[src/rtl/regfile_wb_arbiter.sv]
// Round-robin arbiter sharing one register-file write port between the ALU (A)
// and load (B) writeback paths, each buffered by a single-entry holding slot.
module regfile_wb_arbiter #(
  parameter int DATA_W        = 32,
  parameter int ADDR_W        = 5,
  parameter int ZERO_SUPPRESS = 1
) (
  input  logic              clk,
  input  logic              reset,
  input  logic              flush,
  input  logic              a_valid,
  output logic              a_ready,
  input  logic [ADDR_W-1:0] a_addr,
  input  logic [DATA_W-1:0] a_data,
  input  logic              b_valid,
  output logic              b_ready,
  input  logic [ADDR_W-1:0] b_addr,
  input  logic [DATA_W-1:0] b_data,
  output logic              regWrite,
  output logic [ADDR_W-1:0] writeRegister,
  output logic [DATA_W-1:0] writeData,
  output logic              busy
);

  localparam logic ZS_EN = (ZERO_SUPPRESS != 0);

  logic              a_hold_v_q, a_hold_v_d;
  logic [ADDR_W-1:0] a_hold_addr_q, a_hold_addr_d;
  logic [DATA_W-1:0] a_hold_data_q, a_hold_data_d;
  logic              b_hold_v_q, b_hold_v_d;
  logic [ADDR_W-1:0] b_hold_addr_q, b_hold_addr_d;
  logic [DATA_W-1:0] b_hold_data_q, b_hold_data_d;
  logic              last_grant_q, last_grant_d;
  logic              reg_write_q, reg_write_d;
  logic [ADDR_W-1:0] write_reg_q, write_reg_d;
  logic [DATA_W-1:0] write_data_q, write_data_d;

  logic              grant_a, grant_b;
  logic              a_xfer, b_xfer;
  logic [ADDR_W-1:0] gnt_addr;
  logic [DATA_W-1:0] gnt_data;

  // Grant from held state only; on an address clash A goes first so B's value lands last.
  always_comb begin
    grant_a = 1'b0;
    grant_b = 1'b0;
    case ({a_hold_v_q, b_hold_v_q})
      2'b10: grant_a = 1'b1;
      2'b01: grant_b = 1'b1;
      2'b11: begin
        if (a_hold_addr_q == b_hold_addr_q) begin
          grant_a = 1'b1;
        end else if (last_grant_q) begin
          grant_a = 1'b1;
        end else begin
          grant_b = 1'b1;
        end
      end
      default: begin
        grant_a = 1'b0;
        grant_b = 1'b0;
      end
    endcase
  end

  assign a_ready = !flush && (!a_hold_v_q || grant_a);
  assign b_ready = !flush && (!b_hold_v_q || grant_b);
  assign a_xfer  = a_valid && a_ready;
  assign b_xfer  = b_valid && b_ready;
  assign busy    = a_hold_v_q || b_hold_v_q;

  // Mux the granted slot toward the output registers.
  always_comb begin
    gnt_addr = a_hold_addr_q;
    gnt_data = a_hold_data_q;
    if (grant_b) begin
      gnt_addr = b_hold_addr_q;
      gnt_data = b_hold_data_q;
    end else begin
      gnt_addr = a_hold_addr_q;
      gnt_data = a_hold_data_q;
    end
  end

  // Next-state: slot drain/refill, output update, round-robin pointer.
  always_comb begin
    a_hold_v_d    = a_hold_v_q;
    a_hold_addr_d = a_hold_addr_q;
    a_hold_data_d = a_hold_data_q;
    b_hold_v_d    = b_hold_v_q;
    b_hold_addr_d = b_hold_addr_q;
    b_hold_data_d = b_hold_data_q;
    last_grant_d  = last_grant_q;
    reg_write_d   = 1'b0;
    write_reg_d   = write_reg_q;
    write_data_d  = write_data_q;
    if (flush) begin
      a_hold_v_d  = 1'b0;
      b_hold_v_d  = 1'b0;
      reg_write_d = 1'b0;
    end else begin
      if (grant_a || grant_b) begin
        reg_write_d  = !(ZS_EN && (gnt_addr == {ADDR_W{1'b0}}));
        write_reg_d  = gnt_addr;
        write_data_d = gnt_data;
        last_grant_d = grant_b;
      end else begin
        reg_write_d = 1'b0;
      end
      if (grant_a) begin
        a_hold_v_d = 1'b0;
      end else begin
        a_hold_v_d = a_hold_v_q;
      end
      if (grant_b) begin
        b_hold_v_d = 1'b0;
      end else begin
        b_hold_v_d = b_hold_v_q;
      end
      // A refill on the grant edge overrides the clear above.
      if (a_xfer) begin
        a_hold_v_d    = 1'b1;
        a_hold_addr_d = a_addr;
        a_hold_data_d = a_data;
      end else begin
        a_hold_addr_d = a_hold_addr_q;
      end
      if (b_xfer) begin
        b_hold_v_d    = 1'b1;
        b_hold_addr_d = b_addr;
        b_hold_data_d = b_data;
      end else begin
        b_hold_addr_d = b_hold_addr_q;
      end
    end
  end

  // State registers; last_grant resets to B so A wins the first tie.
  always_ff @(posedge clk) begin
    if (reset) begin
      a_hold_v_q    <= 1'b0;
      a_hold_addr_q <= {ADDR_W{1'b0}};
      a_hold_data_q <= {DATA_W{1'b0}};
      b_hold_v_q    <= 1'b0;
      b_hold_addr_q <= {ADDR_W{1'b0}};
      b_hold_data_q <= {DATA_W{1'b0}};
      last_grant_q  <= 1'b1;
      reg_write_q   <= 1'b0;
      write_reg_q   <= {ADDR_W{1'b0}};
      write_data_q  <= {DATA_W{1'b0}};
    end else begin
      a_hold_v_q    <= a_hold_v_d;
      a_hold_addr_q <= a_hold_addr_d;
      a_hold_data_q <= a_hold_data_d;
      b_hold_v_q    <= b_hold_v_d;
      b_hold_addr_q <= b_hold_addr_d;
      b_hold_data_q <= b_hold_data_d;
      last_grant_q  <= last_grant_d;
      reg_write_q   <= reg_write_d;
      write_reg_q   <= write_reg_d;
      write_data_q  <= write_data_d;
    end
  end

  assign regWrite      = reg_write_q;
  assign writeRegister = write_reg_q;
  assign writeData     = write_data_q;

endmodule
[config.mk]
export PLATFORM = sky130hd
export DESIGN_NAME = regfile_wb_arbiter
export DESIGN_NICKNAME = d
export VERILOG_FILES = /design/src/rtl/regfile_wb_arbiter.sv
export SDC_FILE = /design/constraint.sdc
export NUM_CORES = 1
export LEC_CHECK = 0
export CORE_MARGIN = 8
export CORE_UTILIZATION = 49
export CTS_CLUSTER_DIAMETER = 60
export DETAILED_ROUTE_END_ITERATION = 10
export GPL_TIMING_DRIVEN = 0
export MAX_ROUTING_LAYER = met4
export PLACE_DENSITY = 0.85
export SLEW_MARGIN = 20
export SYNTH_ARGS = -nofsm -noshare
export SYNTH_HDL_FRONTEND = slang
export SYNTH_SLANG_ARGS = --single-unit
[constraint.sdc]
create_clock -name clk -period 2.2 [get_ports clk]
set_clock_uncertainty 0.1 [all_clocks]
set_input_delay 0.33 -clock clk [delete_from_list [all_inputs] [get_ports clk]]
set_output_delay 0.33 -clock clk [all_outputs]
set_load 0.1 [all_outputs]
Word-level counts from Yosys, hierarchy flattened
Cells that the tools add are included.
Storage, ports and cells
  register bits after elaboration: 115
  input port bits: 79
  output and inout bits: 41
Cells by class
  eq/ne operators: 4
  mux-type cells: 12
  bitwise logic cells: 2
  reductions and logical operators: 20
Operators with widths (number)
  $mux 32: 1
  $mux 1: 8
  $reduce_and 2->1: 3
  $eq 5x5->1: 1
  $logic_not 5->1: 1
  $mux 5: 1
  $eq 2x2->1 const B: 2
  $logic_and 1x1->1: 4
  $logic_not 1->1: 4
  $logic_or 1x1->1: 4
  $pmux 1 s2: 2
  $reduce_bool 2->1: 2
  $reduce_or 3->1: 1
  $eq 2x1->1 const B: 1
  $not 1->1: 2
  $reduce_or 2->1: 1

Longest topological paths before layout
Gate-level depths: netlist (run 1).
  word-level depth: 7
  depth in mapped cells: 7

Worst setup path after synthesis (run 1)
Ideal clock, no wire load.
  path kind: flip-flop to output port
  start: register b_hold_addr_q[4]
  end: output a_ready
  arrival: 2335 ps
  data required time: 1770 ps
  path slack: -565 ps
  cell stages (with the launch flop): 6
  buffers on the path: 0
  cells stage by stage: dfxtp_1 > xor2_1 > nor3_4 > a21oi_1 > and3_1 > nor2_1
On the way
  longest elaborated chain between the ends: 5
RTL lines
  start, declared: line 31  | logic [ADDR_W-1:0] b_hold_addr_q, b_hold_addr_d;
  start signal, assigned: line 145  | b_hold_addr_q <= {ADDR_W{1'b0}};
  start signal, assigned: line 156  | b_hold_addr_q <= b_hold_addr_d;
  $eq 5x5->1: line 51  | if (a_hold_addr_q == b_hold_addr_q) begin
  $mux 1: line 51
  $pmux 1 s2: line 47  | case ({a_hold_v_q, b_hold_v_q})
  $logic_or 1x1->1: line 66  | assign a_ready = !flush && (!a_hold_v_q || grant_a);
  $logic_and 1x1->1: line 66
  end, declared: line 12  | output logic a_ready,
No other way between the ends.

Worst setup path after layout (run 1)
Ends and elaborated chain as after synthesis.

==> results list, run 1 <==
* Headroom to the max-slew limit: about a third
- The share of total power dissipated in the clock network is 42.1%.
* Number of flops mapped to enable cells by yosys: 0
- Input/output buffers: ~120
* Initial antenna violation count: 0
* Slew Limit Fails: 0
- Sorting the synthesized cells by area gives the leading types as dfxtp_1, mux2i_1, nor2_1, nor4_2, nor3_1.
- The clock reaches the later pin of the worst-skew pair after 510 ps.
- In this run the worst path has a maximum fanout of 4.
* Effective utilization at floorplan: 49.6%
- The H-tree was split into 4 levels.
- Data on the critical path arrives at its endpoint at 1860 ps.
* Grt total ovfl: 0
* Kind of start point of the critical path: flip-flop
* Number of maximum-capacitance violations: 0
- The setup path with the least slack is of type reg2out.
- The library cell used most frequently in the layout, excluding fill and tap cells, is nor2_1.
* Final cell utilization of the core: 71.3%
* Row cnt: 36
- Relative to the synthesized area, the layout overhead comes to 43.7%.
- Sw Pwr: 1.72 mW
- Net switching share of the total power: 29.0%
- Gate power share: 18.8%
- Synthesis-stage register bit count: 115
- Global routing consumed, over all layers together, 22.5% of the routing resources.
- The first TritonRoute pass finished after 4 iterations.
- CTS saw around 120 sinks.
* Detailed-route vias per instance: between 5 and 6
* Part of the total power dissipated in sequential elements: 39.1%
- The clock passes through at most 2 buffers.
* Average instance area after synthesis: 9.78 um^2
* Slew of the pin with the lowest slew margin: 983 ps
- STA classifies the critical path endpoint as an output port.
- Of the cells placed in the final design, the portion with a size suffix greater than 1 is a little under a fifth.
- Yosys warns: 0
- Antenna viol nets, final: 0
- Hold Violations, Final: 0
* Number of top-level pins: 120
* Cell chain of the critical path: xor2_4 > nor3_4 > a21oi_2 > and3_4 > nor2_4 > buf_12
* Routed length per placed instance: 18.3 um
- The via count of the first global-routing pass came to 4435.
* Area fraction of the dominant cell type after synthesis: 48.4%
* Fillers: 724
- Die X: 115 um
- The die covers 0.0131 mm^2.
- The first global-routing pass estimated 22600 um of wire.
- The most used flip-flop cell after synthesis is dfxtp_1.
- Across all setup checks in the final design, the least slack found is -89.4 ps.
- The cell count after synthesis came out at 487.
* Post-synth net total: 566
- Setup repair after global routing missed its margin: yes
- Pin count of the biggest net entering global routing: 17
- The internal power of the cells totals 4.20 mW.
- Share of synthesized flip-flops with an asynchronous set or reset: 0%
- Power spread over the standard cell area amounts to 865 mW/mm^2.
- The synthesized netlist contains 32 unique library cells.
- Aggregate routed wire length: 14200 um
- At the end of routability-driven placement, the weighted congestion stood at 0.890.
- The min-delay analysis places its worst path in the category in2reg.
* Cell with the largest stage delay on the worst path: dfxtp_4
* TritonCTS clock tree: yes
- For this run, the register share of the synthesized area comes to roughly 48%.
- The net count of the finished layout is 710.
- Die height: 115 um
- Antenna Cells: 0
* Worst VDD drop: between 500 and 600 uV
- Final cycle utilization of the critical path: 104%
* Final worst hold slack: 328 ps
- The routed layout has 4160 vias.
- In this run the standard cell core region covers 0.00959 mm^2.
- Cell accounting for the most synthesized area: dfxtp_1
* Leakage power total: about 2.7 nW
- The final reports fail on negative setup slack.
- Leading cell types in the layout, fill and taps excluded: nor2_1, dfxtp_1, mux2i_1, clkdlybuf4s50_1, nor3_1
- Setup violations remaining at the end of the flow were counted as 1.
- At the worst endpoint, the required time is 1770 ps.
- After clock tree synthesis, the clock-pin slew on the worst setup and hold paths is roughly 50 ps.
* Power consumption: 5.92 mW
- In this run the clock root is driven by a clkbuf_8.
* Post-detail-place hpwl: 9990 um
- Worst R2R Setup Slack: 90 ps
- Delay contributed by the slowest stage of the critical path: 370 ps
- Initial detailed-routing violation count: 193
- Status: finished, violations left
- Cell area after technology mapping: 0.00476 mm^2
* Clock buffers created by TritonCTS: 17
- Subtracting the final worst setup slack from the clock period gives 2290 ps.
- Setup TNS after final layout: -89.4 ps
* F_max: roughly 440 MHz
- After detailed routing, the number of remaining DRC violations is 0.
-- critical path: cells and delay by family, from the launching register on --
kind                   cells  cell delay [ps]
AND/OR/NAND/NOR            3              510
flip-flops                 1              370
XOR/XNOR                   1              190
buffers and inverters      1              180
AO/OA/AOI/OAI              1              100
-- Yosys cell counts, types with 3 or more instances --
library cell,instances
nor3_1,69
nor4_2,30
buf_6,7
nor4_1,4
a211oi_1,3
dfxtp_1,115
mux2i_1,77
xor2_1,5
buf_4,8
clkbuf_1,22
nor2_1,117
-- timing repair --
action                     CTS  global route
hold endpoints to repair     0             0
pin swaps                    6            11
resized for setup           75            29
buffers inserted             2             5
setup endpoints to repair   41            10
cloned                       0             0
hold buffers                 0             0
-- area by class of cell --
class | instances | area [um^2] | share of cell area [%]
Clock buffer | 21 | 459 | 6.71
Sequential cell | 115 | 2340 | 34.2
Clock inverter | 10 | 83.8 | 1.23
Inverter | 2 | 7.51 | 0.110
Buffer | 40 | 238 | 3.47
Timing Repair Buffer | 125 | 1210 | 17.7
Tap cell | 133 | 166 | 2.43
Multi-Input combinational cell | 330 | 2340 | 34.2
-- sequential cells by signal, summed over array words and instances, names as in the netlist --
name	cells
last_grant_q	1
a_hold_data_q	32
writeData	32
b_hold_addr_q	5
a_hold_addr_q	5
a_hold_v_q	1
regWrite	1
b_hold_data_q	32
writeRegister	5
b_hold_v_q	1
-- layer usage --
layer	GRT usage, %	part of all wire (%)	vias up
met1	25.6	42	1996
met3	4.85	6.9	18
met4	8.43	1.0	0
li1	-	-	1978
met2	37.9	50	168
met5	-	0	-
-- power by group through the flow --
stage / Clock, mW / Sequential, mW / Combinational [mW]
after global placement: 0 / 2.34 / 1.05
after floorplan: 0 / 2.60 / 0.466
after global routing: 2.60 / 2.33 / 1.18
final: 2.49 / 2.31 / 1.11
after detailed placement: 0 / 2.35 / 1.08
after CTS: 2.49 / 2.31 / 1.08
-- per-stage QoR --
stage               cell area, um^2  cells  setup WS (ps)
floorplan                      4770    487           -103
CTS                            6690    771           -127
detailed placement             6110    738           -623
finish                         6840    776          -89.4
global placement               6110    738           -597
global route                   6840    776           -145
-- final timing paths --
kind,start,endpoint,cells past startpoint
setup / recovery,b_hold_addr_q[4],a_ready,6
hold / removal,reset,a_hold_data_q[10],3
setup reg to reg,b_hold_addr_q[4],a_hold_data_q[24],9
hold reg to reg,writeData[0],writeData[0],2
-- cell families after synthesis --
group	after synthesis	synth area share, %
multiplexers	77	16.2
flip-flops	115	48.4
XOR/XNOR	5	0.920
AO/OA/AOI/OAI	16	2.84
AND/OR/NAND/NOR	232	26.6
buffers and inverters	42	5.10
Note: power is estimated with default switching activity, not from simulation.
==> run 2, diff against run 1 <==
- CORE_UTILIZATION: 49 -> 35
- PLACE_DENSITY: 0.85 -> 0.65
==> results list, run 2 (same netlist as run 1, synthesis figures left out) <==
- Post-layout worst setup margin: -14.3 ps
* Initial detailed-routing violation count: 166
- Area added between synthesis and finish: 46.4%
- Setup repair after global routing missed its margin: yes
- After detailed routing, the met3 layer carries between 700 and 800 um of wire.
- At the end of the flow, the number of nets in the layout was 705.
* Worst-case setup slack after placement: -668 ps
- Min-delay src: b_hold_data_q[0]
- TritonCTS built the clock tree.
- Clock sinks: 115
* Number of maximum-capacitance violations: 0
* Routed length per placed instance: 17.1 um
* Clock period minus final worst setup slack: 2210 ps
- The completed layout was analyzed and its total power is approximately 6.9 mW.
- The H-tree was split into 4 levels.
- Effective utilization at floorplan: 36.0%
- Die X: 133 um
* Pwr/cell area: 983 mW/mm^2
* Row cnt: 42
- Final cell utilization of the core: 52.6%
- Largest fanout on the critical path: 4
* Leading cell type in the layout, fill and taps excluded: nor2_1
- DR top layer: met4
* Slew of the pin with the lowest slew margin: 1030 ps
* # DRC: 0
- Worst hold path depth: 2
* Leading cell types in the layout, fill and taps excluded: nor2_1, dfxtp_1, mux2i_1, clkdlybuf4s50_1, nor3_1
* Status: finished, violations left
- The detailed router put a total of 6460 um of wire on met1.
- The number of max-slew violations in the final report came to 0.
- Fraction of layout cells with a size suffix above 1: 16.3%
- Headroom to the max-slew limit: 31.9%
- The wire-length estimate of the detail-placed layout is 10400 um.
- Hold bufs inserted after CTS: 0
* Pin count of the biggest net entering global routing: 17
- The clock reaches the later pin of the worst-skew pair after 410 ps.
- Input/output buffers: 118
- Cell at the root of the clock tree: clkbuf_16
* Antenna viol nets, final: 0
- Leakage power total: 2.77 nW
- Across the VDD grid, the largest voltage drop is 689 uV.
- Vias: between 3000 and 4000
- Initial antenna violation count: 0
* Final worst hold slack: 393 ps
* Critical R2R Capture: regWrite
- Clock tree synthesis inserted a total of 17 buffers.
- The core region is 0.0132 mm^2.
* Kind of start point of the critical path: flip-flop
- From bottom edge to top edge, the die measures 133 um.
- Element type at the critical path end: output port
* Global router's overall resource usage: 16.9%
* Detailed-route vias per instance: 4.89
* Worst R2R Setup Slack: 150 ps
- In this run the count of I/O pins placed on the die edge is 120.
* 1st-pass router iterations: 5
- Startpoint of the worst-slack reg-to-reg timing path: a_hold_addr_q[0]
* Arrival time of the worst setup path: 1780 ps
- For this run, the top clock speed supported by timing is 452 MHz.
- The clock passes through at most 2 buffers.
- Grt total ovfl: 0
- Tightest Hold Check Type: reg2reg
- At the end of routability-driven placement, the weighted congestion stood at 0.843.
- Count of endpoints failing setup in the final report: 1
- The number of cells on the worst reg-to-reg path is 6.
- Worst setup path class: reg2out
- Final cycle utilization of the critical path: 101%
* Global-route wire length before repair: 22900 um
* Number of global-route vias before repair: between 4000 and 5000
- After clock tree synthesis, the clock-pin slew on the worst setup and hold paths is 50 ps.
- STA puts the critical path data required time at between 1500 and 2000 ps.
- The die covers 0.0176 mm^2.
- Fillers: 1219
- Hold Violations, Final: 0
- For hold timing, the worst endpoint is b_hold_data_q[0].
- Antenna Cells: 0
- Summed over all nets, wire length on met2 after detailed routing comes to between 6000 and 7000 um.
- Failing checks: negative setup slack
- Aggregate routed wire length: 14000 um
==> run 2: changes by cell type in the layout (fill, tap and decap cells not counted), sizes merged <==
cell and delta:
buf -5, clkinvlp -2, clkbuf +2, clkdlybuf4s15 -4, dlygate4sd2 +5, clkinv -7, bufinv +7
==> run 2: worst max path at each step <==
stage,to,slack [ps],start,cells after the start
after floorplan,a_ready,-100,b_hold_addr_q[4],5
after global placement,a_ready,-610,b_hold_addr_q[4],6
after detailed placement,a_ready,-670,a_hold_addr_q[2],6
after CTS,a_ready,-90,a_hold_addr_q[0],6
after global routing,a_ready,-80,b_hold_addr_q[4],6
final,a_ready,-10,b_hold_addr_q[4],6
==> run 2: stage by stage <==
step           setup TNS [ps]  instance area (um^2)  cells
5_1_grt                  -619                  6970    815
4_1_cts                 -85.6                  6940    815
2_1_floorplan            -103                  4770    487
3_5_place_dp           -12570                  6170    781
3_3_place_gp           -10380                  6170    781
6_report                -14.3                  6970    815
==> run 2: timing repair <==
item	4_1_cts	5_1_grt
setup endpoints to repair	41	9
buffers inserted	2	0
pin swaps	5	2
hold endpoints to repair	0	0
resized for setup	66	10
==> run 2: power breakdown <==
group	total, mW	internal, mW	switching, mW
clock network	3.46	2.53	0.929
logic	1.08	0.402	0.675
registers	2.31	2.22	0.0896
==> run 2: metal layers <==
layer	GRT usage, %	vias up
met5	-	-
met4	6.56	0
met3	5.07	18
met2	26.5	112
met1	20.0	1885
li1	-	1973
==> run 2: final cells by class <==
cell class | instances | area [um^2] | share of cell area [%]
Timing Repair Buffer | 120 | 1170 | 16.8
Inverter | 2 | 7.51 | 0.108
Multi-Input combinational cell | 330 | 2270 | 32.6
Clock inverter | 8 | 240 | 3.45
Tap cell | 176 | 220 | 3.16
Buffer | 40 | 238 | 3.41
Sequential cell | 115 | 2310 | 33.1
Clock buffer | 24 | 512 | 7.34
==> run 2: worst max-delay path, stage by stage (launching register included) <==
cell     delay (ps)
dfxtp_2         340
xor2_2          200
nor3_4          230
a21oi_2          90
and3_4          200
nor2_4          120
buf_12          180
